$ cat src/rtl/rtc_bus_pkg.sv
// Shared definitions for the RTC multiplexed-bus sequencer: state encoding,
// default phase lengths and the inactive level of the active-low strobes.
package rtc_bus_pkg;

  typedef enum logic [2:0] {
    IDLE        = 3'd0,
    ADDR_SETUP  = 3'd1,
    ADDR_STROBE = 3'd2,
    ADDR_HOLD   = 3'd3,
    GAP         = 3'd4,
    DATA_STROBE = 3'd5,
    DATA_HOLD   = 3'd6,
    DONE        = 3'd7
  } rtc_state_t;

  // Default phase lengths in clock cycles
  localparam int DEF_DATA_W  = 8;
  localparam int DEF_T_SETUP = 1;
  localparam int DEF_T_ADDR  = 5;
  localparam int DEF_T_HOLD  = 1;
  localparam int DEF_T_GAP   = 5;
  localparam int DEF_T_DATA  = 6;
  localparam int DEF_CNT_W   = 5;

  // a_d, cs, wr and rd all rest high
  localparam logic STROBE_OFF = 1'b1;

  // A phase length is usable when it is at least one cycle and its
  // reload value (length-1) fits in the phase counter.
  function automatic bit timing_fits(input int t, input int w);
    return (t >= 1) && ((t - 1) < (1 << w));
  endfunction

endpackage

$ cat src/rtl/rtc_phase_timer.sv
// Loadable down-counter that measures the length of one bus phase.
// Loading T-1 on phase entry makes the zero flag rise in the phase's last cycle.
module rtc_phase_timer #(
  parameter int CNT_W = 5
) (
  input  logic             clk,
  input  logic             reset,
  input  logic             load,
  input  logic [CNT_W-1:0] load_value,
  output logic             zero
);

  logic [CNT_W-1:0] count_reg;

  // Reload on phase entry, otherwise count down and rest at zero
  always_ff @(posedge clk or negedge reset) begin
    if (!reset) begin
      count_reg <= '0;
    end else if (load) begin
      count_reg <= load_value;
    end else if (count_reg != '0) begin
      count_reg <= count_reg - 1'b1;
    end
  end

  assign zero = (count_reg == '0);

endmodule

$ cat src/rtl/rtc_bus_sequencer.sv
// Runs one address-phase + data-phase transaction on the RTC multiplexed bus
// per accepted start. Every pin-facing output is registered and decoded from
// the next state, so the pins change exactly on the clock edge that enters a phase.
module rtc_bus_sequencer
  import rtc_bus_pkg::*;
#(
  parameter int DATA_W  = DEF_DATA_W,
  parameter int T_SETUP = DEF_T_SETUP,
  parameter int T_ADDR  = DEF_T_ADDR,
  parameter int T_HOLD  = DEF_T_HOLD,
  parameter int T_GAP   = DEF_T_GAP,
  parameter int T_DATA  = DEF_T_DATA,
  parameter int CNT_W   = DEF_CNT_W
) (
  input  logic              clk,
  input  logic              reset,
  input  logic              start,
  input  logic              rw,
  input  logic [DATA_W-1:0] addr,
  input  logic [DATA_W-1:0] wdata,
  output logic              busy,
  output logic              done,
  output logic [DATA_W-1:0] rdata,
  output logic              rdata_valid,
  output logic              reg_a_d,
  output logic              reg_cs,
  output logic              reg_wr,
  output logic              reg_rd,
  output logic              bus_oe,
  output logic [DATA_W-1:0] bus_dout,
  input  logic [DATA_W-1:0] bus_din
);

  // Zero-length phases or counters too narrow for a phase cannot be built
  if (!(timing_fits(T_SETUP, CNT_W) && timing_fits(T_ADDR, CNT_W) &&
        timing_fits(T_HOLD, CNT_W) && timing_fits(T_GAP, CNT_W) &&
        timing_fits(T_DATA, CNT_W))) begin : g_bad_timing
    $error("rtc_bus_sequencer: every phase length must be >= 1 and fit CNT_W");
  end

  localparam logic [CNT_W-1:0] LD_SETUP = CNT_W'(T_SETUP - 1);
  localparam logic [CNT_W-1:0] LD_ADDR  = CNT_W'(T_ADDR - 1);
  localparam logic [CNT_W-1:0] LD_HOLD  = CNT_W'(T_HOLD - 1);
  localparam logic [CNT_W-1:0] LD_GAP   = CNT_W'(T_GAP - 1);
  localparam logic [CNT_W-1:0] LD_DATA  = CNT_W'(T_DATA - 1);

  rtc_state_t        state_reg, state_next;
  logic              timer_load;
  logic [CNT_W-1:0]  timer_value;
  logic              timer_zero;

  logic              rw_reg;
  logic [DATA_W-1:0] addr_reg, wdata_reg;
  logic              rw_cur;
  logic [DATA_W-1:0] addr_cur, wdata_cur;

  logic              a_d_next, cs_next, wr_next, rd_next, oe_next;
  logic [DATA_W-1:0] dout_next;
  logic              a_d_reg, cs_reg, wr_reg, rd_reg, oe_reg;
  logic [DATA_W-1:0] dout_reg, rdata_reg;
  logic              busy_reg, done_reg, rdata_valid_reg;

  rtc_phase_timer #(.CNT_W(CNT_W)) u_timer (
    .clk        (clk),
    .reset      (reset),
    .load       (timer_load),
    .load_value (timer_value),
    .zero       (timer_zero)
  );

  // The accept cycle decodes outputs before the request fields are latched,
  // so it reads them straight from the inputs.
  assign rw_cur    = (state_reg == IDLE) ? rw    : rw_reg;
  assign addr_cur  = (state_reg == IDLE) ? addr  : addr_reg;
  assign wdata_cur = (state_reg == IDLE) ? wdata : wdata_reg;

  // Phase sequencing: advance when the timer expires and reload it for the new phase
  always_comb begin
    state_next  = state_reg;
    timer_load  = 1'b0;
    timer_value = '0;
    case (state_reg)
      IDLE: if (start) begin
        state_next = ADDR_SETUP;  timer_load = 1'b1; timer_value = LD_SETUP;
      end
      ADDR_SETUP: if (timer_zero) begin
        state_next = ADDR_STROBE; timer_load = 1'b1; timer_value = LD_ADDR;
      end
      ADDR_STROBE: if (timer_zero) begin
        state_next = ADDR_HOLD;   timer_load = 1'b1; timer_value = LD_HOLD;
      end
      ADDR_HOLD: if (timer_zero) begin
        state_next = GAP;         timer_load = 1'b1; timer_value = LD_GAP;
      end
      GAP: if (timer_zero) begin
        state_next = DATA_STROBE; timer_load = 1'b1; timer_value = LD_DATA;
      end
      DATA_STROBE: if (timer_zero) begin
        state_next = DATA_HOLD;   timer_load = 1'b1; timer_value = LD_HOLD;
      end
      DATA_HOLD: if (timer_zero) begin
        state_next = DONE;
      end
      DONE:    state_next = IDLE;
      default: state_next = IDLE;
    endcase
  end

  // Pin levels for the phase being entered; the bus is only driven for addresses and write data
  always_comb begin
    a_d_next  = STROBE_OFF;
    cs_next   = STROBE_OFF;
    wr_next   = STROBE_OFF;
    rd_next   = STROBE_OFF;
    oe_next   = 1'b0;
    dout_next = '0;
    case (state_next)
      ADDR_SETUP, ADDR_HOLD: begin
        a_d_next  = 1'b0;
        oe_next   = 1'b1;
        dout_next = addr_cur;
      end
      ADDR_STROBE: begin
        a_d_next  = 1'b0;
        cs_next   = 1'b0;
        wr_next   = 1'b0;
        oe_next   = 1'b1;
        dout_next = addr_cur;
      end
      DATA_STROBE: begin
        cs_next = 1'b0;
        if (rw_cur) begin
          wr_next   = 1'b0;
          oe_next   = 1'b1;
          dout_next = wdata_cur;
        end else begin
          rd_next = 1'b0;
        end
      end
      DATA_HOLD: if (rw_cur) begin
        oe_next   = 1'b1;
        dout_next = wdata_cur;
      end
      default: ;
    endcase
  end

  // State, latched request, registered pins, handshake and read capture
  always_ff @(posedge clk or negedge reset) begin
    if (!reset) begin
      state_reg       <= IDLE;
      rw_reg          <= 1'b0;
      addr_reg        <= '0;
      wdata_reg       <= '0;
      a_d_reg         <= STROBE_OFF;
      cs_reg          <= STROBE_OFF;
      wr_reg          <= STROBE_OFF;
      rd_reg          <= STROBE_OFF;
      oe_reg          <= 1'b0;
      dout_reg        <= '0;
      busy_reg        <= 1'b0;
      done_reg        <= 1'b0;
      rdata_valid_reg <= 1'b0;
      rdata_reg       <= '0;
    end else begin
      state_reg <= state_next;
      if (state_reg == IDLE && start) begin
        rw_reg    <= rw;
        addr_reg  <= addr;
        wdata_reg <= wdata;
      end
      a_d_reg         <= a_d_next;
      cs_reg          <= cs_next;
      wr_reg          <= wr_next;
      rd_reg          <= rd_next;
      oe_reg          <= oe_next;
      dout_reg        <= dout_next;
      busy_reg        <= (state_next != IDLE);
      done_reg        <= (state_next == DONE);
      rdata_valid_reg <= (state_next == DONE) && !rw_cur;
      // Sample the chip's data on the edge that ends the read strobe
      if (state_reg == DATA_STROBE && state_next != DATA_STROBE && !rw_reg) begin
        rdata_reg <= bus_din;
      end
    end
  end

  assign reg_a_d     = a_d_reg;
  assign reg_cs      = cs_reg;
  assign reg_wr      = wr_reg;
  assign reg_rd      = rd_reg;
  assign bus_oe      = oe_reg;
  assign bus_dout    = dout_reg;
  assign busy        = busy_reg;
  assign done        = done_reg;
  assign rdata_valid = rdata_valid_reg;
  assign rdata       = rdata_reg;

endmodule

$ cat config.mk
export PLATFORM = sky130hd
export DESIGN_NAME = rtc_bus_sequencer
export DESIGN_NICKNAME = d
export VERILOG_FILES = /design/src/rtl/rtc_bus_pkg.sv /design/src/rtl/rtc_phase_timer.sv /design/src/rtl/rtc_bus_sequencer.sv
export SDC_FILE = /design/constraint.sdc
export NUM_CORES = 1
export LEC_CHECK = 0
export CAP_MARGIN = 20
export CORE_MARGIN = 10
export CORE_UTILIZATION = 47
export CTS_BUF_LIST = sky130_fd_sc_hd__clkbuf_8
export DETAILED_ROUTE_END_ITERATION = 16
export PLACE_DENSITY = 0.78
export SYNTH_ARGS = -nofsm -noshare
export SYNTH_HDL_FRONTEND = slang
export SYNTH_SLANG_ARGS = --single-unit
$ cat constraint.sdc
create_clock -name clk -period 2.1 [get_ports clk]
set_input_delay 0.42 -clock clk [delete_from_list [all_inputs] [get_ports clk]]
set_output_delay 0.42 -clock clk [all_outputs]
set_load 0.05 [all_outputs]
Word level (Yosys, flattened, before mapping)
Index checks and enable logic that the tools add are counted.
{"block": "word_totals", "reg_bits": 49, "input_bits": 28, "output_inout_bits": 24, "elab_cells": 74}
{"block": "classes", "n_addsub": 1, "eq_ne": 14, "n_mux": 28, "reduce_logical": 16}
{"op": "2-to-1 mux 3 bit", "n": 9}
{"op": "2-to-1 mux 8 bit", "n": 3}
{"op": "one-hot mux 3 bit (8 select lines)", "n": 1}
{"op": "== test 3 bit (second input constant)", "n": 7}
{"op": "one-hot mux 8 bit (2 select lines)", "n": 1}
{"op": "== test 3 x 2 -> 1 bit (second input constant)", "n": 4}
{"op": "2-to-1 mux 5 bit", "n": 2}
{"op": "2-to-1 mux 1 bit", "n": 8}
{"op": "== test 3 x 1 -> 1 bit (second input constant)", "n": 2}
{"op": "one-hot mux 1 bit (2 select lines)", "n": 3}
{"op": "one-hot mux 3 bit (2 select lines)", "n": 1}
{"op": "OR reduction 2 bit", "n": 3}
{"op": "logical NOT 5 bit", "n": 1}
{"op": "nonzero test 5 bit", "n": 1}
{"op": "OR reduction 5 bit", "n": 1}
{"op": "subtractor 5 x 1 -> 5 bit (second input constant)", "n": 1}
{"op": "logical AND 1 bit", "n": 4}
{"op": "logical NOT 3 bit", "n": 1}
{"op": "inequality test 3 bit (second input constant)", "n": 1}
{"op": "nonzero test 3 bit", "n": 1}
{"op": "OR reduction 3 bit", "n": 1}
{"op": "logical NOT 1 bit", "n": 2}
{"op": "nonzero test 2 bit", "n": 1}

Logic depth before layout (Yosys ltp)
{"block": "logic_depth", "word_depth": 6, "depth_mapped": 7, "ltp_nobuf": 6}

Modules after synthesis
A second synthesis with hierarchy kept.
{"block": "hier_totals", "cells_unflattened": 172, "hier_area_um2": 2292.2}
{"mod": "rtc_bus_sequencer", "instances": 1, "cells_each": 145, "area_each_um2": 2013.2, "seq_area_each_um2": 1106.1}
{"mod": "rtc_phase_timer", "instances": 1, "cells_each": 27, "area_each_um2": 279.0, "seq_area_each_um2": 125.1}

Worst setup path before layout
OpenSTA, ideal clock, no wires.
{"block": "synth_timing", "path_type": "register to register", "from": "register u_timer.count_reg[0]", "to": "register oe_reg (netlist: bus_oe)", "setup_time_ns": 0.127, "arrival_ns": 1.624, "t_required_ns": 1.973, "setup_slack_ns": 0.348, "stages_incl_launch_ff": 8, "n_path_buf": 1, "synth_period_minus_slack_ns": 1.752, "cell_sequence": "dfrtp_1 -> inv_1 -> ha_1 -> nor4b_4 -> o21ai_1 -> and4b_1 -> buf_4 -> nand2b_1"}
{"block": "synth_between", "elab_chain_len": 6, "word_cells_on_any_way": 16, "classes_between": "5 x eq/ne; 8 x mux; 3 x reduce/logical"}
{"item": "start, declared", "line": "rtc_phase_timer.sv:13", "source": "logic [CNT_W-1:0] count_reg;"}
{"item": "start signal, assigned", "line": "rtc_phase_timer.sv:20", "source": "count_reg <= load_value;"}
{"item": "start signal, assigned", "line": "rtc_phase_timer.sv:22", "source": "count_reg <= count_reg - 1'b1;"}
{"item": "logical NOT 5 bit *", "line": "rtc_phase_timer.sv:26", "source": "assign zero = (count_reg == '0);"}
{"item": "2-to-1 mux 3 bit, or another cell as far along", "line": "rtc_bus_sequencer.sv:101", "source": "DATA_HOLD: if (timer_zero) begin"}
{"item": "one-hot mux 3 bit (8 select lines) *", "line": "rtc_bus_sequencer.sv:82", "source": "case (state_reg)"}
{"item": "== test 3 x 2 -> 1 bit, or another cell as far along", "line": "rtc_bus_sequencer.sv:117", "source": "case (state_next)"}
{"item": "OR reduction 3 bit (no source line) or OR reduction 2 bit (tied branches)"}
{"item": "one-hot mux 1 bit (2 select lines) *", "line": "rtc_bus_sequencer.sv:117"}
{"item": "via oe_next", "line": "rtc_bus_sequencer.sv:57", "source": "logic a_d_next, cs_next, wr_next, rd_next, oe_next;"}
{"item": "end signal, assigned", "line": "rtc_bus_sequencer.sv:176", "source": "oe_reg <= oe_next;"}
{"item": "end, declared", "line": "rtc_bus_sequencer.sv:59", "source": "logic a_d_reg, cs_reg, wr_reg, rd_reg, oe_reg;"}
The timed path passes the listed nets; every way through them passes the cells marked *.
A chain may end at the register's enable or synchronous reset.

Final worst setup path
{"block": "layout_timing", "from": "register rd_reg (netlist: reg_rd)", "to": "output port reg_rd"}
{"item": "start, declared", "line": "rtc_bus_sequencer.sv:59"}
{"item": "start signal, assigned", "line": "rtc_bus_sequencer.sv:175", "source": "rd_reg <= rd_next;"}
{"item": "end, declared", "line": "rtc_bus_sequencer.sv:28", "source": "output logic reg_rd,"}
No word-level cell between the ends.

==> flow_metrics.py <==
metrics = {
    "critical_path": {
        "endpoint_kind": "output port",
        "crit_chain": "clkdlybuf4s50_1",
        "crit_family": "buffers and inverters",
        "r2r_slack_ps": 160,
        "worstPathArrival_ps": 1630,
        "max_stage_delay_ps": 800,
        "path_max_fanout": 1,
        "worst_setup_path_start_kind": "register",
        "cp_num_buf_inv": 1,
        "cpMaxStageDelayCell": "clkdlybuf4s50_1",
        "critPathRequiredTime_ps": 1680,
        "crit_type": "register to output port",
    },
    "route": {
        "firstDrtPassIters": 4,
        "viasPerCell": 5.14,
        "routedWlPerCell_microns": 15.0,
        "dr_total_vias": 1598,
        "routed_wirelength_mm": 4.66,
        "drtAntennaViolNets": 0,
        "dr.first_iter.drc_count": 109,
        "drc": 0,
    },
    "logic_synthesis": {
        "ys_types": 35,
        "synthCells": 202,
        "synth-seq-cells": 49,
        "seq_area_frac_synth_pct": 57.9,
        "syn-num-nets": 232,
        "yosysTopAreaCell": "dfrtp_1",
        "synth.area.top_cells": "dfrtp_1 (53%), nand2_1 (11%), dfstp_2 (4.9%), mux2i_1 (4.7%), mux2_2 (4.2%)",
        "avgSynthCellArea_sq_um": 10.5,
        "ys_warn_count": 0,
        "async_reset_ff_share_pct": 100,
        "synthFlopType": "dfrtp_1",
        "synth_most_common_cell": "nand2_1",
        "synth_top_area_share_pct": 53.0,
        "synth-edff-count": 0,
        "synth_common_cells": "nand2_1 (61), dfrtp_1 (45), mux2i_1 (10)",
        "syn-cell-area_sq_mm": 0.00213,
    },
    "floorplanning": {
        "core-area_sq_mm": 0.00435,
        "initial_core_util_pct": 48.8,
        "ios": 52,
        "fp-row-count": 24,
        "chipHeight_microns": 87.3,
        "die_width_microns": 87.3,
        "die-area_sq_mm": 0.00761,
    },
    "global_route": {
        "antenna_found_initial": 0,
        "grt_max_degree": 37,
        "overflow": 0,
        "grt_pass1_wl_mm": 7.74,
        "grt_use_total_pct": 12.5,
        "grt_pass1_vias": 1635,
    },
    "timing": {
        "fmax_mhz": 489,
        "setup_violations": 0,
        "hold_violations": 0,
        "slew_violations": 0,
        "period_needed_ps": 2050,
        "fin_crit_sh_pct": 97.4,
        "worstMarginPinSlew_ps": 752,
        "slew_headroom_pct": 49.8,
        "fin_worst_skew_ps": 8.62,
    },
    "finish": {
        "layout.nets": 288,
        "drive_gt1_share_pct": 15.1,
        "area_growth_pct": 34.4,
        "final_util_pct": 65.6,
        "diodes": 0,
        "fin_cells": 311,
    },
    "pwr": {
        "p_sw_w": 0.00189,
        "ir_drop_uv": 650,
        "clkPwrFrac_pct": 15.2,
        "power_leakage_nw": 1.27,
        "p_int_w": 0.00258,
        "pwr_density_cell_mw_per_mm2": 1560,
        "combinationalPowerShare_pct": 47.7,
        "sw_frac_of_total_pct": 42.3,
        "seqPwrFrac_pct": 37.1,
    },
    "clocking": {
        "clk_pin_slew_ps": 80,
        "clock_latency_ps": 300,
        "htreeDepth": 2,
        "numCtsBuffers": 5,
        "ctsHoldBuffers": 0,
        "cts_tree": "built",
        "ctsLongestPathBuffers": 2,
        "clkSinkCount": 49,
        "root_buffer": "clkbuf_8",
    },
    "place": {
        "hpwl_mm": 3.44,
        "port_buffers": 51,
        "gp_congestion": 0.830,
        "dp.cells": 301,
    },
    "hold_path": {
        "worstHoldPathType": "input port to asynchronous set/reset pin",
    },
    "job": {
        "maxCapViolations": 0,
    },
    "run_status": {
        "status": "finished clean",
    },
}
## placed cells by master, fill, tap and decap left out, drive strengths merged, types with 2 or more instances in the layout
cell and count:
nand2 61, clkdlybuf4s50 49, dfrtp 45, buf 13, mux2i 10, nor2 9
o2bb2ai 8, mux2 8, o21ai 7, clkbuf 6, nor3 5, a21oi 4
dfstp 4, inv 3, nand3 3, xor2 2, nor2b 2, a31oi 2
and2 2, ha 2
## what timing repair did
action,4_1_cts,5_1_grt
buffers inserted,0,2
resized for setup,0,5
endpoints found under the setup margin,0,15
## per-stage QoR
step	instance area (sq um)	hold WS [ps]	power (W)	TNS, ps	worst slack [ps]
floorplan	2130	124	0.00306	0	348
global placement	2710	457	0.00371	0	184
detailed placement	2710	465	0.00377	0	83.0
CTS	2820	203	0.00446	0	22.9
global route	2860	239	0.00477	-4.77	-4.77
finish	2860	182	0.00447	0	54.1
## layout make-up
type	count	area [sq um]
fill	368	1500
sequential	49	1230
multi-input combinational	138	851
timing repair buffer	62	586
clock buffer	6	82.6
tap	52	65.1
clock inverter	2	33.8
inverter	2	7.51
## cells by family after synthesis
family          synth area share (%)
simple gates                    19.7
flops                           57.9
compound gates                  7.89
mux                             8.95
buf+inv                         3.12
xor+xnor                        1.24
fa+ha+maj                       1.18
## power groups by stage
stage | Sequential, W | Clock (W) | Combinational (W)
floorplan | 0.00220 | 0 | 0.000868
global placement | 0.00166 | 0 | 0.00205
detailed placement | 0.00168 | 0 | 0.00209
CTS | 0.00166 | 0.000701 | 0.00210
global route | 0.00170 | 0.000741 | 0.00233
finish | 0.00166 | 0.000681 | 0.00213
## routing by layer
metal | global-route usage, % | vias up | share of wire, %
li1 | - | 785 | -
met1 | 15.7 | 755 | 44
met2 | 19.2 | 55 | 47
met3 | 5.06 | 3 | 8.2
met4 | 3.48 | 0 | 0.82
met5 | 0 | - | 0
## path summary, 6_finish.rpt
kind	cells after the start	start	endpoint
min reg2reg	2	wdata_reg[6]	wdata_reg[6]
max	1	reg_rd	reg_rd
min	1	reset	state_reg[1]
max reg2reg	6	u_timer.count_reg[0]	rdata[7]
min in group clk	2	wdata_reg[6]	wdata_reg[6]
max in group asynchronous	2	reset	u_timer.count_reg[1]
Power figures use the tool's default switching activity.
